===== src/rtl/uop_queue_pkg.sv =====
// uop_queue_pkg
//   Shared core definitions for the micro-op queue: uop width, the maximum
//   number of uops one instruction may expand to, the stored entry layout
//   {last, uop} and the uop_count clamp helper.
package uop_queue_pkg;

   localparam int unsigned UOP_W    = 20;
   localparam int unsigned MAX_UOPS = 3;

   typedef logic [UOP_W-1:0] uop_t;

   // Stored entry: bit UOP_W is the last flag, bits UOP_W-1:0 the uop.
   typedef struct packed {
      logic last;
      uop_t uop;
   } entry_t;

   // uop_count encodes extra uops beyond uop_0; 2'b11 is treated as 2'b10.
   function automatic logic [1:0] clamp_extra(input logic [1:0] cnt);
      return (cnt == 2'b11) ? 2'd2 : cnt;
   endfunction

endpackage


===== src/rtl/uop_queue_if.sv =====
// uop_queue_if
//   Decode-side feed handshake and execute-side head handshake of the uop
//   queue.
//   slave  : the queue (accepts feed_ack/uops/uop_count/uop_ready, drives
//            feed_req/uop_valid/uop_out/uop_last).
//   master : the decode/execute side.
interface uop_queue_if
   import uop_queue_pkg::*;
();
   logic       feed_req;
   logic       feed_ack;
   uop_t       uop_0;
   uop_t       uop_1;
   uop_t       uop_2;
   logic [1:0] uop_count;
   logic       uop_valid;
   logic       uop_ready;
   uop_t       uop_out;
   logic       uop_last;

   modport slave (
      output feed_req, uop_valid, uop_out, uop_last,
      input  feed_ack, uop_0, uop_1, uop_2, uop_count, uop_ready
   );

   modport master (
      input  feed_req, uop_valid, uop_out, uop_last,
      output feed_ack, uop_0, uop_1, uop_2, uop_count, uop_ready
   );
endinterface


===== src/rtl/uop_queue.sv =====
// uop_queue
//   Circular micro-op queue between decode and execute. One decoded
//   instruction (1..3 uops) is pushed per cycle; one uop is popped per cycle.
//   Ports:
//     clk       - clock, rising edge
//     a_rst     - asynchronous active-high reset
//     hold      - global stall, freezes push and pop
//     flush     - discard all queued uops
//     bus       - uop_queue_if.slave: feed_req/feed_ack/uop_0..2/uop_count,
//                 uop_valid/uop_ready/uop_out/uop_last
//     occupancy - current entry count
module uop_queue
   import uop_queue_pkg::*;
#(
   parameter int unsigned DEPTH = 8
) (
   input  logic                   clk,
   input  logic                   a_rst,
   input  logic                   hold,
   input  logic                   flush,
   uop_queue_if.slave             bus,
   output logic [$clog2(DEPTH):0] occupancy
);

   localparam int unsigned PTR_W = $clog2(DEPTH);

   typedef logic [PTR_W-1:0] ptr_t;
   typedef logic [PTR_W:0]   cnt_t;

   entry_t     mem [DEPTH];
   ptr_t       head;
   ptr_t       tail;
   cnt_t       occ;

   logic       push;
   logic       pop;
   logic [1:0] extra;
   cnt_t       n_push;
   uop_t       in_uop [MAX_UOPS];
   logic       wr_en  [MAX_UOPS];
   entry_t     wr_ent [MAX_UOPS];

   assign occupancy = occ;

   always_comb begin
      in_uop[0] = bus.uop_0;
      in_uop[1] = bus.uop_1;
      in_uop[2] = bus.uop_2;
      extra     = clamp_extra(bus.uop_count);

      // Reset is included so feed_req stays low while a_rst is asserted.
      bus.feed_req  = ~a_rst & ~hold & ~flush &
                      ((cnt_t'(DEPTH) - occ) >= cnt_t'(MAX_UOPS));
      bus.uop_valid = (occ != '0) & ~flush;
      bus.uop_out   = mem[head].uop;
      bus.uop_last  = mem[head].last;

      push   = bus.feed_ack & bus.feed_req;
      pop    = bus.uop_valid & bus.uop_ready & ~hold;
      n_push = push ? (cnt_t'(extra) + cnt_t'(1)) : '0;

      // Slot tail+i receives uop_(extra-i): highest-numbered uop first,
      // uop_0 last and flagged as the instruction's final uop.
      for (int unsigned i = 0; i < MAX_UOPS; i++) begin
         wr_en[i]  = push & (2'(i) <= extra);
         wr_ent[i] = '0;
         if (2'(i) <= extra) begin
            wr_ent[i].last = (2'(i) == extra);
            wr_ent[i].uop  = in_uop[extra - 2'(i)];
         end
      end
   end

   // Storage is not reset; contents are only visible through uop_valid.
   always_ff @(posedge clk) begin
      for (int unsigned i = 0; i < MAX_UOPS; i++) begin
         if (wr_en[i]) begin
            mem[tail + ptr_t'(i)] <= wr_ent[i];
         end
      end
   end

   always_ff @(posedge clk or posedge a_rst) begin
      if (a_rst) begin
         head <= '0;
         tail <= '0;
         occ  <= '0;
      end else if (flush) begin
         head <= '0;
         tail <= '0;
         occ  <= '0;
      end else begin
         if (pop) begin
            head <= head + ptr_t'(1);
         end
         if (push) begin
            tail <= tail + ptr_t'(n_push);
         end
         occ <= occ + n_push - cnt_t'(pop);
      end
   end

endmodule


===== src/flat_wrapper.sv =====
// flat-port wrapper written by rule: the top's interface ports become plain ports
module uop_queue_flat import uop_queue_pkg::*;
#(
   parameter int unsigned DEPTH = 8
)
  (clk, a_rst, hold, flush, occupancy, bus_feed_req, bus_uop_valid, bus_uop_out, bus_uop_last, bus_feed_ack, bus_uop_0, bus_uop_1, bus_uop_2, bus_uop_count, bus_uop_ready);
  uop_queue_if bus_i ();
  input  logic clk;
  input  logic a_rst;
  input  logic hold;
  input  logic flush;
  output logic [$clog2(DEPTH):0] occupancy;
  output wire logic [$bits(bus_i.feed_req)-1:0] bus_feed_req;
  output wire logic [$bits(bus_i.uop_valid)-1:0] bus_uop_valid;
  output wire logic [$bits(bus_i.uop_out)-1:0] bus_uop_out;
  output wire logic [$bits(bus_i.uop_last)-1:0] bus_uop_last;
  input wire logic [$bits(bus_i.feed_ack)-1:0] bus_feed_ack;
  input wire logic [$bits(bus_i.uop_0)-1:0] bus_uop_0;
  input wire logic [$bits(bus_i.uop_1)-1:0] bus_uop_1;
  input wire logic [$bits(bus_i.uop_2)-1:0] bus_uop_2;
  input wire logic [$bits(bus_i.uop_count)-1:0] bus_uop_count;
  input wire logic [$bits(bus_i.uop_ready)-1:0] bus_uop_ready;
  assign bus_feed_req = bus_i.feed_req;
  assign bus_uop_valid = bus_i.uop_valid;
  assign bus_uop_out = bus_i.uop_out;
  assign bus_uop_last = bus_i.uop_last;
  assign bus_i.feed_ack = bus_feed_ack;
  assign bus_i.uop_0 = bus_uop_0;
  assign bus_i.uop_1 = bus_uop_1;
  assign bus_i.uop_2 = bus_uop_2;
  assign bus_i.uop_count = bus_uop_count;
  assign bus_i.uop_ready = bus_uop_ready;
  uop_queue #(.DEPTH(DEPTH)) u_core (.clk(clk), .a_rst(a_rst), .hold(hold), .flush(flush), .bus(bus_i), .occupancy(occupancy));
endmodule

===== config.mk =====
export PLATFORM = sky130hd
export DESIGN_NAME = uop_queue_flat
export DESIGN_NICKNAME = d
export VERILOG_FILES = /design/src/rtl/uop_queue_pkg.sv /design/src/rtl/uop_queue_if.sv /design/src/rtl/uop_queue.sv /design/src/flat_wrapper.sv
export SDC_FILE = /design/constraint.sdc
export NUM_CORES = 1
export LEC_CHECK = 0
export CAP_MARGIN = 20
export CORE_MARGIN = 5
export CORE_UTILIZATION = 40
export CTS_BUF_LIST = sky130_fd_sc_hd__clkbuf_4 sky130_fd_sc_hd__clkbuf_8
export DETAILED_ROUTE_END_ITERATION = 12
export PLACE_DENSITY = 0.56
export SLEW_MARGIN = 0
export SYNTH_ARGS = -nofsm -noshare
export SYNTH_HDL_FRONTEND = slang
export SYNTH_SLANG_ARGS = --single-unit

===== constraint.sdc =====
create_clock -name clk -period 4.6 [get_ports clk]
set_clock_uncertainty 0.05 [all_clocks]
set_input_delay 0.92 -clock clk [delete_from_list [all_inputs] [get_ports clk]]
set_output_delay 0.92 -clock clk [all_outputs]
set_load 0.01 [all_outputs]

==> flow_summary_export.csv <==
group,metric,value,unit
synthesis,synth_edf_count,168,
flow_run,max-cap-violations,0,
sta,drv_slew,0,
placed_design,placed_area,13300,um2
finish,seqCellArea,5300,um2
sta,max_clock_freq,0.244,GHz
clock_tree,cts.repair.resized,0,
synthesis,synth_flop_cell,"edfxtp_1",
setup_path,crit_fanout,15,
synthesis,synth_fa_ha_area_frac,0.0130,
synthesis,synth_top_cell_by_area,"edfxtp_1",
setup_path,crit_path_start_kind,"primary input",
finish,multiInputGateArea,5980,um2
floorplan,initial_utilization,0.408,
route,wl_met1,18300,um
power_and_ir_drop,ir_worst_vdd,0.000196,V
synthesis,netlist_top_cells_area,"edfxtp_1 (43%), mux4_2 (8.0%), nand2_1 (7.0%)",
finish,layout.cells.non_filler,1621,
floorplan,coreArea,28900,um2
min_path,hold_class,"flip-flop to flip-flop",
clock_tree,clockBufferDepth,2,
synthesis,synth_cell_types,54,
synthesis,syn_area_per_cell,10.2,um2
route,postRouteAntennaNets,0,
finish,drive_gt1_frac,0.173,
floorplan,dieWidth,182,um
power_and_ir_drop,power_density,273,nW/um2
sta,slew_headroom,0.411,
placed_design,hpwl,28200,um
clock_tree,clock-root-buffer,"clkbuf_8",
synthesis,async_flop_share,0.0562,
synthesis,synth_xor_area_frac,0.00372,
placed_design,io_buffers,94,
synthesis,synth-seq-area-share,0.450,
sta,finalHoldViolCount,0,
sta,setup_tns,0,ns
clock_tree,cts_tree,"yes",
synthesis,synthSimpleGateAreaFrac,0.143,
clock_tree,cts_sinks,178,
power_and_ir_drop,leakage,4.54,nW
synthesis,syn-cell-area,11800,um2
route,drc,0,
global_route,grt_pass1_vias,10200,
clock_tree,numCtsBuffers,17,
sta,finalSetupViolations,0,
floorplan,rows,62,
finish,final_area,13700,um2
finish,n_fill_cell,2715,
clock_tree,clkLatencyLatePin,0.48,ns
clock_tree,htree_levels,4,
route,drt_first_pass_iters,5,
setup_path,cp.required,3.63,ns
route,first_iter_violations,1454,
global_route,grtUsageTotal,0.265,
setup_path,crit_arrival,3.12,ns
sta,worst_slew_pin_slew,0.883,ns
finish,final_common_cell,"nand2_1",
route,via_count,10400,
placed_design,dpl_worst_slack,0.525,ns
finish,area_growth,16.2,%
synthesis,netlist.area_leader.share,0.429,
synthesis,ys_ff_latch,178,
floorplan,design.die.area,32900,um2
sta,fin_crit_sh,0.889,
power_and_ir_drop,p_total,0.00373,W
route,met3WireLength,4630,um
sta,post-route-min-period,4.09,ns
synthesis,yosysWarnings,0,
sta,fin_ws,0.509,ns
setup_path,worstSetupPathType,"primary input to primary output",
synthesis,synth_cells,1159,
global_route,grt_max_degree,42,
route,drt-total-wl,44600,um
finish,layout_common_cells,"nand2_1 (218), edfxtp_1 (168), o21ai_0 (100), clkdlybuf4s50_1 (92), nor2_1 (78)",
clock_tree,clkSlewWorstSetupHoldPaths,0.10,ns
finish,design.final.nets,1303,
placed_design,place_inst,1589,
route,wire_per_inst,27.5,um
clock_tree,ctsHoldBuffers,0,
synthesis,synth_compound_area_frac,0.173,
synthesis,synth_top_family_by_area,"compound AO/OA/AOI/OAI gates",
floorplan,io_pins,95,
setup_path,end_kind,"primary output",
route,highest_layer,"met4",
clock_tree,post_cts_buffers,0,
global_route,antenna_found_initial,0,
status,status,"completed",
finish,insertedDiodeCount,0,
synthesis,synth_nets,1238,
sta,rsz0062_at_grt,"false",
synthesis,synthMuxAreaShare,0.170,
global_route,gr-total-overflow,0,
floorplan,die_h,182,um
route,drt-vias-per-instance,6.43,
global_route,grt_pass1_wl,65700,um
route,wl_met2,20300,um
placed_design,gp_congestion,0.884,
-- cell usage after synthesis, types with 11 or more instances --
| master | number |
|---|---|
| nand2_1 | 218 |
| edfxtp_1 | 168 |
| o21ai_0 | 100 |
| nor2_1 | 78 |
| clkbuf_1 | 74 |
| mux2i_1 | 61 |
| o221ai_1 | 61 |
| mux4_2 | 42 |
| mux2_2 | 39 |
| o31ai_1 | 38 |
| buf_2 | 35 |
| o22ai_1 | 35 |
| o21ai_1 | 30 |
| a21oi_1 | 16 |
| inv_1 | 14 |
| nand3_1 | 14 |
| nor2b_1 | 12 |
| o21bai_1 | 11 |
-- kinds of logic after synthesis --
family | Yosys count
simple gates | 378
compound gates | 315
buf+inv | 130
xor+xnor | 5
fa+ha+maj | 11
mux | 142
flops | 178
-- final cells by class --
cell class,instances,share of cell area
timing repair buffer,162,0.109
tap,384,0.0352
inverter,14,0.00385
clock buffer,18,0.0177
clock inverter,14,0.00897
multi-input combinational,851,0.437
sequential,178,0.388
-- where the power goes --
| part | switching [W] | leakage [nW] | internal [W] |
|---|---|---|---|
| combinational | 0.000444 | 2.71 | 0.000365 |
| sequential | 0.0000289 | 1.65 | 0.00182 |
| clock | 0.000678 | 0.180 | 0.000398 |
-- per-stage QoR --
stage	utilization	hold WS (ns)
after floorplan	-	0.516
after global placement	0.461	0.600
after detailed placement	0.461	0.595
after CTS	0.474	0.611
after global routing	0.474	0.662
final	0.474	0.616
-- state kept, by name, summed over array words and instances (netlist names) --
name              cells
u_core.occupancy      4
u_core.head           3
u_core.mem          168
u_core.tail           3
-- path summary, 6_finish.rpt --
kind                                 from             endpoint  slack (ns)  cells past startpoint
setup / recovery                    flush         bus_feed_req        0.51                      4
hold / removal             u_core.tail[0]       u_core.tail[0]        0.62                      2
setup reg to reg           u_core.tail[1]     u_core.mem[3][7]        1.40                      7
hold reg to reg            u_core.tail[0]       u_core.tail[0]        0.62                      2
max in group asynchronous           a_rst       u_core.head[1]        3.37                      2
min in group asynchronous           a_rst  u_core.occupancy[2]        0.81                      2
-- worst max-delay path: stages --
cell and delay (ns):
clkdlybuf4s50_1 0.69, or3_4 0.55, nor3_4 0.34, clkdlybuf4s50_1 0.62
-- layer usage --
metal  global-route usage  vias to the layer above
met5                    0                        -
met3               0.0534                      100
li1                     -                     4524
met1                0.370                     5101
met4               0.0883                        0
met2                0.413                      690
(Power assumes the default switching activity.)
